**src/rtl/interrupt_pkg.sv**
```systemverilog
// Shared types and helpers for the interrupt controller and its priority encoders.
package interrupt_pkg;

  localparam int MAX_IRQ = 16;

  typedef enum logic {
    IDLE = 1'b0,
    REQ  = 1'b1
  } state_e;

  // Width of a channel index: at least one bit even for tiny channel counts.
  function automatic int vec_w(input int n);
    return (n <= 2) ? 1 : $clog2(n);
  endfunction

endpackage

```
**src/rtl/irq_priority_encoder.sv**
```systemverilog
// Fixed-priority encoder: reports the lowest-index set bit of a request vector.
module irq_priority_encoder
  import interrupt_pkg::*;
#(
  parameter int N = 4
) (
  input  logic [N-1:0]        i_req,
  output logic                o_valid,
  output logic [vec_w(N)-1:0] o_index
);

  localparam int IW = vec_w(N);

  // NOTE: defaults assigned before the loop so every path drives both outputs (no latch).
  always_comb begin
    o_valid = 1'b0;
    o_index = '0;
    for (int i = N - 1; i >= 0; i--) begin
      if (i_req[i]) begin
        o_valid = 1'b1;
        o_index = IW'(i);
      end
    end
  end

endmodule

```
**src/rtl/interrupt_controller.sv**
```systemverilog
// Nesting interrupt controller: latches requests, arbitrates by fixed priority against
// the in-service set, and hands one vector at a time to the control unit.
module interrupt_controller
  import interrupt_pkg::*;
#(
  parameter int                 NUM_IRQ     = 4,
  parameter logic [NUM_IRQ-1:0] EDGE_MASK   = '0,
  parameter logic [NUM_IRQ-1:0] ENABLE_INIT = '1,
  localparam int                VEC_W       = vec_w(NUM_IRQ)
) (
  input  logic               CLK,
  input  logic               RST_N,
  input  logic [NUM_IRQ-1:0] IRQ,
  input  logic               EnableWrite,
  input  logic [NUM_IRQ-1:0] EnableData,
  input  logic               Ack,
  input  logic               Return,
  output logic               InterruptIn,
  output logic [VEC_W-1:0]   Vector,
  output logic               InterruptHandler,
  output logic [NUM_IRQ-1:0] InService,
  output logic [NUM_IRQ-1:0] Enable,
  output logic               ReturnErr
);

  if (NUM_IRQ < 2 || NUM_IRQ > MAX_IRQ) begin : g_bad_num_irq
    $error("interrupt_controller: NUM_IRQ out of range");
  end

  state_e             r_state;
  state_e             w_next_state;
  logic [VEC_W-1:0]   r_vector;
  logic [NUM_IRQ-1:0] r_pending;
  logic [NUM_IRQ-1:0] r_prev;
  logic [NUM_IRQ-1:0] r_enable;
  logic [NUM_IRQ-1:0] r_in_service;
  logic               r_return_err;

  logic [NUM_IRQ-1:0] w_eligible;
  logic               w_cand_valid;
  logic [VEC_W-1:0]   w_cand_idx;
  logic               w_cur_valid;
  logic [VEC_W-1:0]   w_cur_idx;
  logic [VEC_W:0]     w_cur;
  logic               w_request;
  logic               w_take;
  logic [NUM_IRQ-1:0] w_ack_mask;
  logic [NUM_IRQ-1:0] w_after_return;
  logic [NUM_IRQ-1:0] w_rise;

  assign w_eligible = r_pending & r_enable & ~r_in_service;

  irq_priority_encoder #(.N(NUM_IRQ)) u_cand (
    .i_req   (w_eligible),
    .o_valid (w_cand_valid),
    .o_index (w_cand_idx)
  );

  irq_priority_encoder #(.N(NUM_IRQ)) u_cur (
    .i_req   (r_in_service),
    .o_valid (w_cur_valid),
    .o_index (w_cur_idx)
  );

  // With nothing in service the running priority sits just below every channel.
  assign w_cur     = w_cur_valid ? {1'b0, w_cur_idx} : (VEC_W + 1)'(NUM_IRQ);
  assign w_request = w_cand_valid && ({1'b0, w_cand_idx} < w_cur);
  assign w_take    = (r_state == REQ) && Ack;

  assign w_ack_mask     = w_take ? (NUM_IRQ'(1) << r_vector) : '0;
  assign w_after_return = (Return && (|r_in_service))
                          ? (r_in_service & (r_in_service - NUM_IRQ'(1)))
                          : r_in_service;
  assign w_rise         = IRQ & ~r_prev;

  // NOTE: sequential state uses non-blocking assignments so all registers see pre-edge values.
  always_ff @(posedge CLK or negedge RST_N) begin
    if (!RST_N) begin
      r_state <= IDLE;
    end else begin
      r_state <= w_next_state;
    end
  end

  always_comb begin
    w_next_state = r_state;
    unique case (r_state)
      IDLE: if (w_request) w_next_state = REQ;
      REQ:  if (Ack)       w_next_state = IDLE;
      default:             w_next_state = IDLE;
    endcase
  end

  always_comb begin
    InterruptIn = (r_state == REQ);
  end

  // Return is applied before Ack, so a simultaneous pair swaps one in-service bit for another.
  always_ff @(posedge CLK or negedge RST_N) begin
    if (!RST_N) begin
      r_vector     <= '0;
      r_pending    <= '0;
      r_prev       <= '0;
      r_enable     <= ENABLE_INIT;
      r_in_service <= '0;
      r_return_err <= 1'b0;
    end else begin
      if (r_state == IDLE && w_request) begin
        r_vector <= w_cand_idx;
      end
      r_pending    <= (EDGE_MASK & ((r_pending & ~w_ack_mask) | w_rise))
                    | (~EDGE_MASK & IRQ);
      r_prev       <= IRQ;
      if (EnableWrite) begin
        r_enable <= EnableData;
      end
      r_in_service <= w_after_return | w_ack_mask;
      r_return_err <= Return && !(|r_in_service);
    end
  end

  assign Vector           = r_vector;
  assign InService        = r_in_service;
  assign InterruptHandler = |r_in_service;
  assign Enable           = r_enable;
  assign ReturnErr        = r_return_err;

endmodule

```
**config.mk**
```make
export PLATFORM = sky130hd
export DESIGN_NAME = interrupt_controller
export DESIGN_NICKNAME = d
export VERILOG_FILES = /design/src/rtl/interrupt_pkg.sv /design/src/rtl/irq_priority_encoder.sv /design/src/rtl/interrupt_controller.sv
export SDC_FILE = /design/constraint.sdc
export NUM_CORES = 1
export LEC_CHECK = 0
export ABC_AREA = 1
export BUFFER_PORTS_ARGS = -buffer_cell sky130_fd_sc_hd__buf_2
export CAP_MARGIN = 10
export CORE_AREA = 4 4 42 58
export CTS_CLUSTER_SIZE = 40
export DETAILED_ROUTE_END_ITERATION = 6
export DIE_AREA = 0 0 46 62
export SETUP_SLACK_MARGIN = 0.02
export SYNTH_ARGS = -nofsm -noshare
export SYNTH_HDL_FRONTEND = slang
export SYNTH_SLANG_ARGS = --single-unit
```
**constraint.sdc**
```tcl
create_clock -name CLK -period 4.1 [get_ports CLK]
set_input_delay 0.41 -clock CLK [delete_from_list [all_inputs] [get_ports CLK]]
set_output_delay 0.41 -clock CLK [all_outputs]
set_load 0.01 [all_outputs]
```
Word-level counts from Yosys, hierarchy flattened:

Cells that the tools add are included.

* bits in registers: 16
* input bits: 13
* word-level logic and storage cells: 44

* add/subtract/negate cells: 1
* $lt $le $gt $ge: 1
* shift-type cells: 1
* mux-type cells: 22
* bitwise gates (word level): 6
* reductions and logical operators: 7

Operators by type and width (count)
* $mux W2: 8
* $and A4 B4 Y4: 3
* $mux W1: 10
* $mux W4: 2
* $logic_and A1 B1 Y1: 5
* $not A4 Y4: 1
* $or A4 B4 Y4: 1
* $reduce_or A4 Y1: 1
* $shl A1 B2 Y4 const A: 1
* $sub A4 B1 Y4 const B: 1
* $lt A2 B3 Y1: 1
* $mux W3: 1
* $pmux W1 S2: 1
* $logic_not A1 Y1: 1
* $not A1 Y1: 1

Longest topological paths before layout:

Gate-level depths: netlist of the first run.

* depth in word-level cells: 10
* depth in mapped cells: 12
* mapped depth without buffers: 12

By module:

From an unflattened synthesis of the first run, not the netlist that was laid out.

* cell total of the unflattened synthesis: 81
* area, all modules: 726.9 sq um

Modules (own cells, without submodules)
* interrupt_controller: instances 1, cells each 65, area each 654.4 sq um, seq. area each 405.4 sq um
* irq_priority_encoder: instances 2, cells each 8, area each 36.3 sq um, seq. area each 0.0 sq um

Worst setup path after synthesis of the first run:

OpenSTA, ideal clock, no wires.

* kind: flip-flop to flip-flop
* start point: reg r_enable[3], in the netlist Enable[3]
* end point: reg r_vector[1], in the netlist Vector[1]
* library setup time: 0.117 ns
* arrival time: 1.556 ns
* data required time: 3.983 ns
* setup slack: 2.427 ns
* stages on the path, launching flop included: 11
* path buffers: 0
* clock period less this slack: 1.673 ns
* cells stage by stage: dfstp_2 nand2_1 o21ai_1 nand2_1 nor2_1 ha_1 a21boi_0 nand2_2 nand2_2 nand2_1 nand2_1

* word-level cells in the longest chain between the ends: 9
* elaborated cells between the ends (all ways): 13
* those cells by class: order compare: 1; mux: 8; bitwise: 2; reduce/logical: 2

RTL lines
* start, declared: RTL line interrupt_controller.sv:35 `logic [NUM_IRQ-1:0] r_enable;`
* start signal, assigned: RTL line interrupt_controller.sv:115 `r_enable <= EnableData;`
* $and A4 B4 Y4 * (2 in a row): RTL line interrupt_controller.sv:51 `assign w_eligible = r_pending & r_enable & ~r_in_service;`
* $mux W2 * (4 in a row): RTL line irq_priority_encoder.sv:19 `if (i_req[i]) begin`
* via u_cand.o_index[1]: RTL line irq_priority_encoder.sv:9 `output logic [vec_w(N)-1:0] o_index`
* $lt A2 B3 Y1: RTL line interrupt_controller.sv:67 `assign w_request = w_cand_valid && ({1'b0, w_cand_idx} < w_cur);`
* $logic_and A1 B1 Y1: RTL line interrupt_controller.sv:67
* $logic_and A1 B1 Y1: RTL line interrupt_controller.sv:108 `if (r_state == IDLE && w_request) begin`
* end signal, assigned: RTL line interrupt_controller.sv:109 `r_vector <= w_cand_idx;`
* end, declared: RTL line interrupt_controller.sv:32 `logic [VEC_W-1:0] r_vector;`

The timed path passes the listed nets; every way through them passes the cells marked *.
A chain may end at the register's enable or synchronous reset.

Worst setup path in the final report of the first run:

Same ends and word-level chain as after synthesis.

==> results of run 1 <==
-- worst paths after layout --
path	startpoint	endpoint	cells after the start
worst max register to register	Enable[3]	Vector[1]	10
worst min-delay path	RST_N	r_pending[3]	1
max in group asynchronous	RST_N	Enable[3]	1
worst max-delay path	Enable[3]	Vector[1]	10
min in group CLK	IRQ[2]	r_pending[2]	1
worst min register to register	Vector[0]	Vector[0]	2
-- final cells by class --
| type | count | area [um^2] |
|---|---|---|
| Clock buffer | 4 | 36.3 |
| Fill cell | 192 | 1020 |
| Inverter | 9 | 33.8 |
| Multi-Input combinational cell | 48 | 300 |
| Sequential cell | 16 | 405 |
| Tap cell | 21 | 26.3 |
| Timing Repair Buffer | 25 | 125 |
-- sequential cells by signal, indices dropped and copies added, names as in the netlist --
name and flops:
Enable 4, InService 4, InterruptIn 1, ReturnErr 1, Vector 2, r_pending 4
-- layer usage --
layer  global-route usage, %  wire [um]  up-vias
met4                    7.32         28        0
met5                       0          0        -
met3                    2.88        110        4
met2                    23.6        829       23
li1                        -          -      297
met1                    14.4        595      301
-- metrics by stage --
stage / hold slack (ns) / power (mW) / instances
finish: 0.0154 / 0.587 / 123
global route: 0.0271 / 0.643 / 123
CTS: 0.0206 / 0.595 / 123
detailed placement: 0.337 / 0.490 / 119
global placement: 0.337 / 0.487 / 119
floorplan: 0.114 / 0.406 / 73
-- logic make-up (layout without fill, tap and decap cells) --
group / after synthesis / after routing / synth area share [%]
simple gates: 31 / 31 / 23.2
buf+inv: 9 / 38 / 4.57
fa+ha+maj: 1 / 1 / 1.69
compound gates: 12 / 12 / 9.64
flops: 16 / 16 / 54.8
mux: 4 / 4 / 6.09
-- power by group through the flow --
stage / sequential, mW / combinational [mW] / clock (mW)
after floorplan: 0.252 / 0.155 / 0
after global routing: 0.246 / 0.282 / 0.115
after CTS: 0.239 / 0.249 / 0.106
after global placement: 0.240 / 0.247 / 0
final: 0.239 / 0.245 / 0.103
after detailed placement: 0.242 / 0.249 / 0
-- cell usage after synthesis (2+ instances only) --
cell type / instances / area (um^2)
dfrtp_1: 12 / 300
dfstp_2: 4 / 105
inv_1: 7 / 26.3
inv_2: 2 / 7.51
mux2_2: 4 / 45.0
nand2_1: 11 / 41.3
nand2_2: 7 / 43.8
nand3_1: 3 / 15.0
nand3_2: 3 / 30.0
nor2_1: 3 / 11.3
nor2_2: 3 / 18.8
o21ai_0: 3 / 15.0
o21ai_1: 3 / 15.0
o31ai_1: 3 / 22.5
==> impl_metrics.ini, run 1 <==
[clock_tree]
cts_resized = 0
cts_buffers = 3
ctsHtreeMaxLevel = 1
clk_latency_ns = 0.29
cts.sinks = 16
clockBufferDepth = 2
cts_tree = built
clk_pin_slew_ns = 0.09
post-cts-setup-buffers = 0
ctsHoldBuffers = 0
cts-root-buf = clkbuf_4

[synthesis]
synthCells = 73
ys_seq_elements = 16
ys_async_sr_fraction_pct = 100
ys_types = 19
synth_seq_area_share_pct = 54.8
synth_edf_count = 0
synth_flop_cell = dfrtp_1
synth_warnings = 0
syn_area_um2 = 739
syn_nets = 87
syn_avg_cell_area_um2 = 10.1

[job]
drv_cap = 0

[grt]
grt_pass1_wl_mm = 2.70
grt.total_usage_pct = 13.4
antenna_found_initial = 0
gr-total-overflow = 0
grt_pass1_vias = 635
grt_max_degree = 17

[route]
final_antenna_net_count = 0
wl_per_cell_um = 12.7
drt_iter0_drc = 10
wirelength_mm = 1.56
drt_first_pass_iters = 4
vias = 625
remaining_drc_errors = 0
via_per_inst = 5.08

[pwr]
seq_power_share_pct = 40.7
p_sw_mw = 0.236
leakagePower_nw = 0.479
swShare_pct = 40.2
power_frac_clock_pct = 17.5
p_int_mw = 0.351
ir_worst_vdd_v = 0.000299
combPwrFrac_pct = 41.8
power_density_nw_per_um2 = 633

[setup_path]
crit_fanout = 3
arrival_ns = 1.93
worstSetupEndpointType = flop
crit_buf_inv = 0
worstPathCellList = nand2_1, o21ai_1, nand2_1, nor2_1, ha_1, a21boi_0, nand2_2, nand2_2, nand2_1, nand2_1
crit_top_cell = nand2_1
cp-start-kind = flop
critPathTopFamily = flip-flops
crit_type = flop to flop
critPathSlowestCell = dfstp_2
r2r_slack_ns = 2.35
crit_path_max_incr_delay_ns = 0.54
crit_required_ns = 4.28

[finish]
final_cell_mix = buf_2 (25), dfrtp_1 (12), nand2_1 (11)
area_growth_pct = 25.4
design_area_um2 = 927
layout-drive-gt1-share_pct = 52.0
final_nets = 117
layout_commonest_cell = buf_2
antennaDiodeCount = 0
final_util_pct = 47.6

[die]
num_rows = 19
die_x_um = 46
start_util_pct = 37.9
chipHeight_um = 62
io_pins = 26
coreArea_um2 = 1950
dieArea_um2 = 2850

[sta]
setup_viol = 0
slew_headroom_pct = 76.6
finClkSkew_ns = 0.00357
min_period_ns = 1.75
final.period_utilization_pct = 42.7
final-hold-violation-count = 0
tns_ns = 0
drv_slew = 0
final.setup.worst_slack_ns = 2.35
rsz0062_at_grt = no
fmax_ghz = 0.571
worst_pin_slew_ns = 0.351

[place]
dp_hpwl_mm = 1.28
post-place-ws_ns = 2.36
io_buffers = 25
place_area_um2 = 891
place.gp.congestion = 0.745

[hold_path]
min_path_type = input port to async pin

[run_status]
run_status = completed
No activity file was read; power rests on OpenSTA's default activity.
==> inputs of run 2 (changes only) <==
--- a/config.mk
+++ b/config.mk
@@ -5,13 +5,13 @@
 export SDC_FILE = /design/constraint.sdc
 export NUM_CORES = 1
 export LEC_CHECK = 0
-export ABC_AREA = 1
+export ABC_AREA = 0
 export BUFFER_PORTS_ARGS = -buffer_cell sky130_fd_sc_hd__buf_2
 export CAP_MARGIN = 10
-export CORE_AREA = 4 4 42 58
+export CORE_AREA = 4 4 47 49
 export CTS_CLUSTER_SIZE = 40
 export DETAILED_ROUTE_END_ITERATION = 6
-export DIE_AREA = 0 0 46 62
+export DIE_AREA = 0 0 51 53
 export SETUP_SLACK_MARGIN = 0.02
 export SYNTH_ARGS = -nofsm -noshare
 export SYNTH_HDL_FRONTEND = slang
==> constraint.sdc (replaced) <==
create_clock -name CLK -period 1.78 [get_ports CLK]
set_input_delay 0.178 -clock CLK [delete_from_list [all_inputs] [get_ports CLK]]
set_output_delay 0.178 -clock CLK [all_outputs]
set_load 0.01 [all_outputs]
==> run 2 against run 1 <==
Net effect:
- the flow now finishes with violations (setup timing)
- cell count up 11%
- clock skew is 0.00082 ns lower
- total power grew to 2.7 times the previous value
- synthesized cell count shrank 23%
- worst hold slack gained 0.091 ns
- combinational power rose to 3.5 times the previous value
- register-to-register slack lost 2.5 ns
- maximum frequency fell by 9.3%
- critical path type unchanged
==> impl_metrics.ini, run 2 <==
[setup_path]
r2r_slack_ns = -0.15
crit_fanout = 3
r2r-end = Vector[0]
r2r_cells = 6
cp-start-kind = flop
r2r-start = Enable[0]
arrival_ns = 2.10
crit_type = flop to flop
crit_required_ns = 1.95
worstSetupEndpointType = flop

[route]
drt_first_pass_iters = 4
vias = 623
remaining_drc_errors = 0
drt_iter0_drc = 15
wirelength_mm = 1.63
final_antenna_net_count = 0
via_per_inst = 4.58
wl_per_cell_um = 12.0

[pwr]
power_mw = 1.57
ir_worst_vdd_v = 0.000769
leakagePower_nw = 0.564
power_density_nw_per_um2 = 1430

[clock_tree]
cts_tree = built
ctsHtreeMaxLevel = 1
cts-root-buf = clkbuf_4
cts.sinks = 16
clockBufferDepth = 2
cts_buffers = 3
clk_latency_ns = 0.27
clk_pin_slew_ns = 0.08

[finish]
layout-drive-gt1-share_pct = 61.5
antennaDiodeCount = 0
fill_cells = 167
design_area_um2 = 1100
area_growth_pct = 58.6
layout_commonest_cell = buf_2
fin_cells = 136
final_nets = 125
final_cell_mix = buf_2 (25), buf_4 (20), dfrtp_1 (12)

[grt]
grt_pass1_vias = 608
antenna_found_initial = 0
grt_pass1_wl_mm = 2.70
grt_max_degree = 17
gr-total-overflow = 0
grt.total_usage_pct = 13.8

[place]
dp_hpwl_mm = 1.28
io_buffers = 25
placed_cells = 122
place.gp.congestion = 0.905
place_area_um2 = 973

[synthesis]
synth_flop_cell = dfrtp_1
synth_seq_area_share_pct = 58.4
synth_common_cells = dfrtp_1 (12), nor2_1 (5), o21ai_0 (5)
syn_avg_cell_area_um2 = 12.4
synth_top_area_cell = dfrtp_1
syn_area_um2 = 694
ys_async_sr_fraction_pct = 100
synth_edf_count = 0
synthDominantCellAreaShare_pct = 43.2
syn_nets = 70
synth_warnings = 0
ys_seq_elements = 16
yosysMostFrequentCell = dfrtp_1
synthCells = 56
synth_area_leaders = dfrtp_1 (43%), dfstp_2 (15%), mux2_2 (6.5%), o21ai_0 (3.6%), mux2_1 (3.2%)
ys_types = 23

[hold_path]
whs_path_depth = 2
whs_endpoint = InService[0]
hold_path.startpoint = Return
min_path_type = input port to flop

[sta]
setup_viol = 3
final.setup.worst_slack_ns = -0.153
final-hold-violation-count = 0
worst_pin_slew_ns = 0.347
rsz0062_at_grt = yes
min_period_ns = 1.93
fmax_ghz = 0.517
final.period_utilization_pct = 109
slew_headroom_pct = 76.8
finClkSkew_ns = 0.00275
drv_slew = 0

[die]
chipHeight_um = 53
io_pins = 26
dieArea_um2 = 2700
num_rows = 16
coreArea_um2 = 1860
start_util_pct = 37.3
die_x_um = 51

[run_status]
violations = setup timing
run_status = finished, violations left

[job]
drv_cap = 0
==> run 2: cell types whose count changed after synthesis, moves of 3 or more <==
cell | previous run | this run
inv_1 | 7 | 4
nand2_1 | 11 | 3
nand2_2 | 7 | 0
nand3_2 | 3 | 0
nor2_2 | 3 | 0
o21ai_1 | 3 | 0
==> run 2: worst max path at each step <==
stage,startpoint,to,slack (ns)
after global routing,Enable[0],Vector[1],-0.20
after floorplan,InService[3],Vector[0],-0.16
after detailed placement,Enable[0],Vector[1],-0.16
after global placement,Enable[1],Vector[0],-0.14
final,Enable[0],Vector[0],-0.15
after CTS,Enable[0],Vector[1],-0.16
==> run 2: cell type report <==
| cell class | count | area (um^2) | share of cell area (%) |
|---|---|---|---|
| Timing Repair Buffer | 50 | 325 | 29.5 |
| Multi-Input combinational cell | 36 | 299 | 27.2 |
| Tap cell | 27 | 33.8 | 3.07 |
| Inverter | 4 | 15.0 | 1.36 |
| Clock buffer | 3 | 22.5 | 2.05 |
| Sequential cell | 16 | 405 | 36.8 |
==> run 2: power breakdown <==
group | total (mW) | internal (mW) | switching (mW) | leakage, nW
Clock | 0.177 | 0.0783 | 0.0987 | 0.0138
Combinational | 0.860 | 0.462 | 0.398 | 0.358
Sequential | 0.533 | 0.465 | 0.0682 | 0.193
Total | 1.57 | 1.01 | 0.565 | 0.564
==> run 2: repair_timing <==
action | 4_1_cts | 5_1_grt
pin swaps | 1 | 0
endpoints found under the setup margin | 2 | 3
gates resized for setup | 1 | 4
buffers inserted | 0 | 6
hold endpoints to repair | 15 | 1
hold buffers | 4 | 1
==> run 2: per-stage QoR <==
step	hold slack [ns]	setup slack [ns]	util, %	TNS, ns
2_1_floorplan	-0.118	-0.158	-	-0.315
3_3_place_gp	0.110	-0.138	52.3	-0.276
3_5_place_dp	0.109	-0.156	52.3	-0.310
4_1_cts	0.00119	-0.159	55.7	-0.317
5_1_grt	0.0896	-0.202	59.1	-0.500
6_report	0.106	-0.153	59.1	-0.309
==> run 2: per-layer routing <==
metal	vias up	share of wire, %	global-route usage, %
met5	-	0	0
met4	0	1.1	4.04
met3	2	5.7	5.35
met2	22	49	22.5
met1	291	45	16.9
li1	308	-	-
==> run 2: logic make-up after synthesis <==
logic type | count (synthesis) | share of synthesized area [%]
mux | 6 | 9.73
fa+ha+maj | 1 | 1.80
flops | 16 | 58.4
compound gates | 12 | 14.4
buf+inv | 4 | 2.16
simple gates | 17 | 13.5
==> run 2: worst max-delay path: stages (launching register included) <==
cell     delay, ns
dfstp_2       0.54
and3b_2       0.21
nor3_2        0.06
ha_2          0.17
a221o_1       0.33
a31oi_4       0.21
mux2_4        0.31
==> inputs of run 3 (changes only) <==
--- a/config.mk
+++ b/config.mk
@@ -8,11 +8,12 @@
 export ABC_AREA = 0
 export BUFFER_PORTS_ARGS = -buffer_cell sky130_fd_sc_hd__buf_2
 export CAP_MARGIN = 10
-export CORE_AREA = 4 4 47 49
+export CORE_AREA = 4 4 42 58
 export CTS_CLUSTER_SIZE = 40
 export DETAILED_ROUTE_END_ITERATION = 6
-export DIE_AREA = 0 0 51 53
+export DIE_AREA = 0 0 46 62
 export SETUP_SLACK_MARGIN = 0.02
 export SYNTH_ARGS = -nofsm -noshare
 export SYNTH_HDL_FRONTEND = slang
+export SYNTH_HIERARCHICAL = 1
 export SYNTH_SLANG_ARGS = --single-unit
==> run 3 against run 2 <==
Net effect:
- the flow now finishes without violations
- non-clock buffer count fell by 14
- largest cell class unchanged
- critical path depth grew 1
- sequential share of layout area grew 1.7 points
- area after synthesis up 6.5%
==> impl_metrics.ini, run 3 <==
[run_status]
run_status = completed

[hold_path]
min_path_type = input port to flop

[synthesis]
syn_area_um2 = 739
synth_top_area_cell = dfrtp_1
synth_seq_area_share_pct = 54.8
ys_async_sr_fraction_pct = 100
synth-simple-area-share_pct = 20.5
synth_common_cells = dfrtp_1 (12), nand2_1 (8), nor2_1 (8)
synthCells = 72
syn_nets = 86
synth_warnings = 6
synthDominantCellAreaShare_pct = 40.6
syn_avg_cell_area_um2 = 10.3
synth_top_family_by_area = simple AND/OR/NAND/NOR gates
synth-compound-area-share_pct = 13.4
ys_seq_elements = 16
synth_fa_ha_area_share_pct = 1.69
synth_xor_area_share_pct = 0
synth_area_leaders = dfrtp_1 (41%), dfstp_2 (14%), mux2_2 (6.1%), o21ai_0 (4.7%), nand2_1 (4.1%)
synth_flop_cell = dfrtp_1
synth_mux_area_share_pct = 6.09
ys_types = 22
yosysMostFrequentCell = dfrtp_1
synth_edf_count = 0

[die]
coreArea_um2 = 1950
num_rows = 19
start_util_pct = 37.9
die_x_um = 46
chipHeight_um = 62
io_pins = 26
dieArea_um2 = 2850

[route]
drt_iter0_drc = 3
via_per_inst = 5.05
wirelength_mm = 1.68
vias = 671
wl_per_cell_um = 12.6
drt_first_pass_iters = 4
remaining_drc_errors = 0
final_antenna_net_count = 0

[grt]
grt_pass1_vias = 692
use_met3_pct = 2.59
grt_max_degree = 17
gr-usage-met1_pct = 15.8
busiest_layer = met2
antenna_found_initial = 0
grt_pass1_wl_mm = 2.75
gr-total-overflow = 0
use_met2_pct = 22.2
grt.total_usage_pct = 13.0

[job]
drv_cap = 0

[clock_tree]
clk_pin_slew_ns = 0.09
ctsHtreeMaxLevel = 1
clk_latency_ns = 0.29
clockBufferDepth = 2
cts_buffers = 3
cts.sinks = 16
cts-root-buf = clkbuf_4
cts_tree = built

[setup_path]
crit_path_max_incr_delay_ns = 0.54
crit_buf_inv = 0
critPathSlowestCell = dfstp_2
arrival_ns = 1.90
worstPathCellList = nand2_1, nor2_2, nor2_2, nor3_2, ha_1, a211oi_2, o32ai_2
crit_type = flop to flop
crit_required_ns = 1.95
crit_top_cell = nor2_2
worstSetupEndpointType = flop
cp-start-kind = flop
crit_fanout = 2
critPathTopFamily = flip-flops

[sta]
setup_viol = 0
fmax_ghz = 0.577
finClkSkew_ns = 0.00423
hold-worst-slack_ns = 0.0959
rsz0062_at_grt = yes
worst_pin_slew_ns = 0.357
min_period_ns = 1.73
final.period_utilization_pct = 97.4
tns_ns = 0
final-hold-violation-count = 0
slew_headroom_pct = 76.2
drv_slew = 0

[finish]
final_cell_mix = buf_2 (24), dfrtp_1 (12), inv_1 (7), nand2_1 (7), buf_4 (6)
final_util_pct = 54.0
layout_commonest_cell = buf_2
layout-drive-gt1-share_pct = 50.0
fill_cells = 189
area_growth_pct = 42.3
antennaDiodeCount = 0
final_nets = 127

[place]
io_buffers = 25
place.gp.congestion = 0.827
dp_hpwl_mm = 1.32

[pwr]
ir_worst_vdd_v = 0.000668
power_density_nw_per_um2 = 1350
leakagePower_nw = 0.509
power_mw = 1.42
-- run 3: changes by cell type in the layout (fill, tap and decap cells not counted), sizes merged, moves of 2 or more --
cell    change
mux2        -2
and3b       -3
buf        -14
inv         +3
nor2b       -2
nor2        +4
nand2b      +5
nand2       +5
o21ai       +2
-- run 3: area by class of cell --
| type | count | area, um^2 | area share (%) |
|---|---|---|---|
| Clock buffer | 4 | 26.3 | 2.50 |
| Inverter | 7 | 26.3 | 2.50 |
| Multi-Input combinational cell | 49 | 342 | 32.5 |
| Sequential cell | 16 | 405 | 38.5 |
| Tap cell | 21 | 26.3 | 2.50 |
| Timing Repair Buffer | 36 | 226 | 21.5 |
-- run 3: layer usage --
metal	vias up	wire, um
li1	329	-
met1	323	702
met2	17	871
met3	2	83
met4	0	19
met5	-	0
-- run 3: final timing paths --
kind                                start      endpoint  slack (ns)  cells past startpoint
worst max-delay path            Enable[2]     Vector[1]        0.05                      7
worst max register to register  Enable[2]     Vector[1]        0.05                      7
worst min register to register  Vector[1]  InService[1]        0.53                      1
worst min-delay path               Return  InService[0]         0.1                      2
max in group asynchronous           RST_N     Enable[0]        1.15                      2
min in group asynchronous           RST_N  InService[3]        0.33                      2
-- run 3: power breakdown --
part | switching, mW | total, mW | internal (mW)
clock | 0.113 | 0.200 | 0.0871
combinational | 0.362 | 0.689 | 0.327
sequential | 0.0777 | 0.530 | 0.452
total | 0.553 | 1.42 | 0.866
-- run 3: through the flow --
stage	worst slack, ns	instances	instance area (um^2)
6_report	0.0465	133	1050
3_3_place_gp	-0.0564	122	921
4_1_cts	0.0220	131	1010
5_1_grt	-0.0488	133	1050
3_5_place_dp	-0.0787	122	921
2_1_floorplan	0.0662	72	739
-- run 3: worst register-to-register path, stage by stage (launching register included) --
cell and delay [ns]:
dfstp_2 0.54, nand2_1 0.06, nor2_2 0.11, nor2_2 0.06, nor3_2 0.14, ha_1 0.29, a211oi_2 0.30, o32ai_2 0.12
-- run 3: timing repair --
item	in CTS	in global routing
setup endpoints to repair	2	3
hold buffers	5	0
buffers inserted	0	2
pin swaps	0	2
gates resized for setup	4	7
endpoints found under the hold margin	16	0
-- run 3: cell families after synthesis --
family                   count (synthesis)
AO/OA/AOI/OAI                           15
adder cells (fa/ha/maj)                  1
buffers and inverters                    7
flip-flops                              16
multiplexers                             4
AND/OR/NAND/NOR                         29
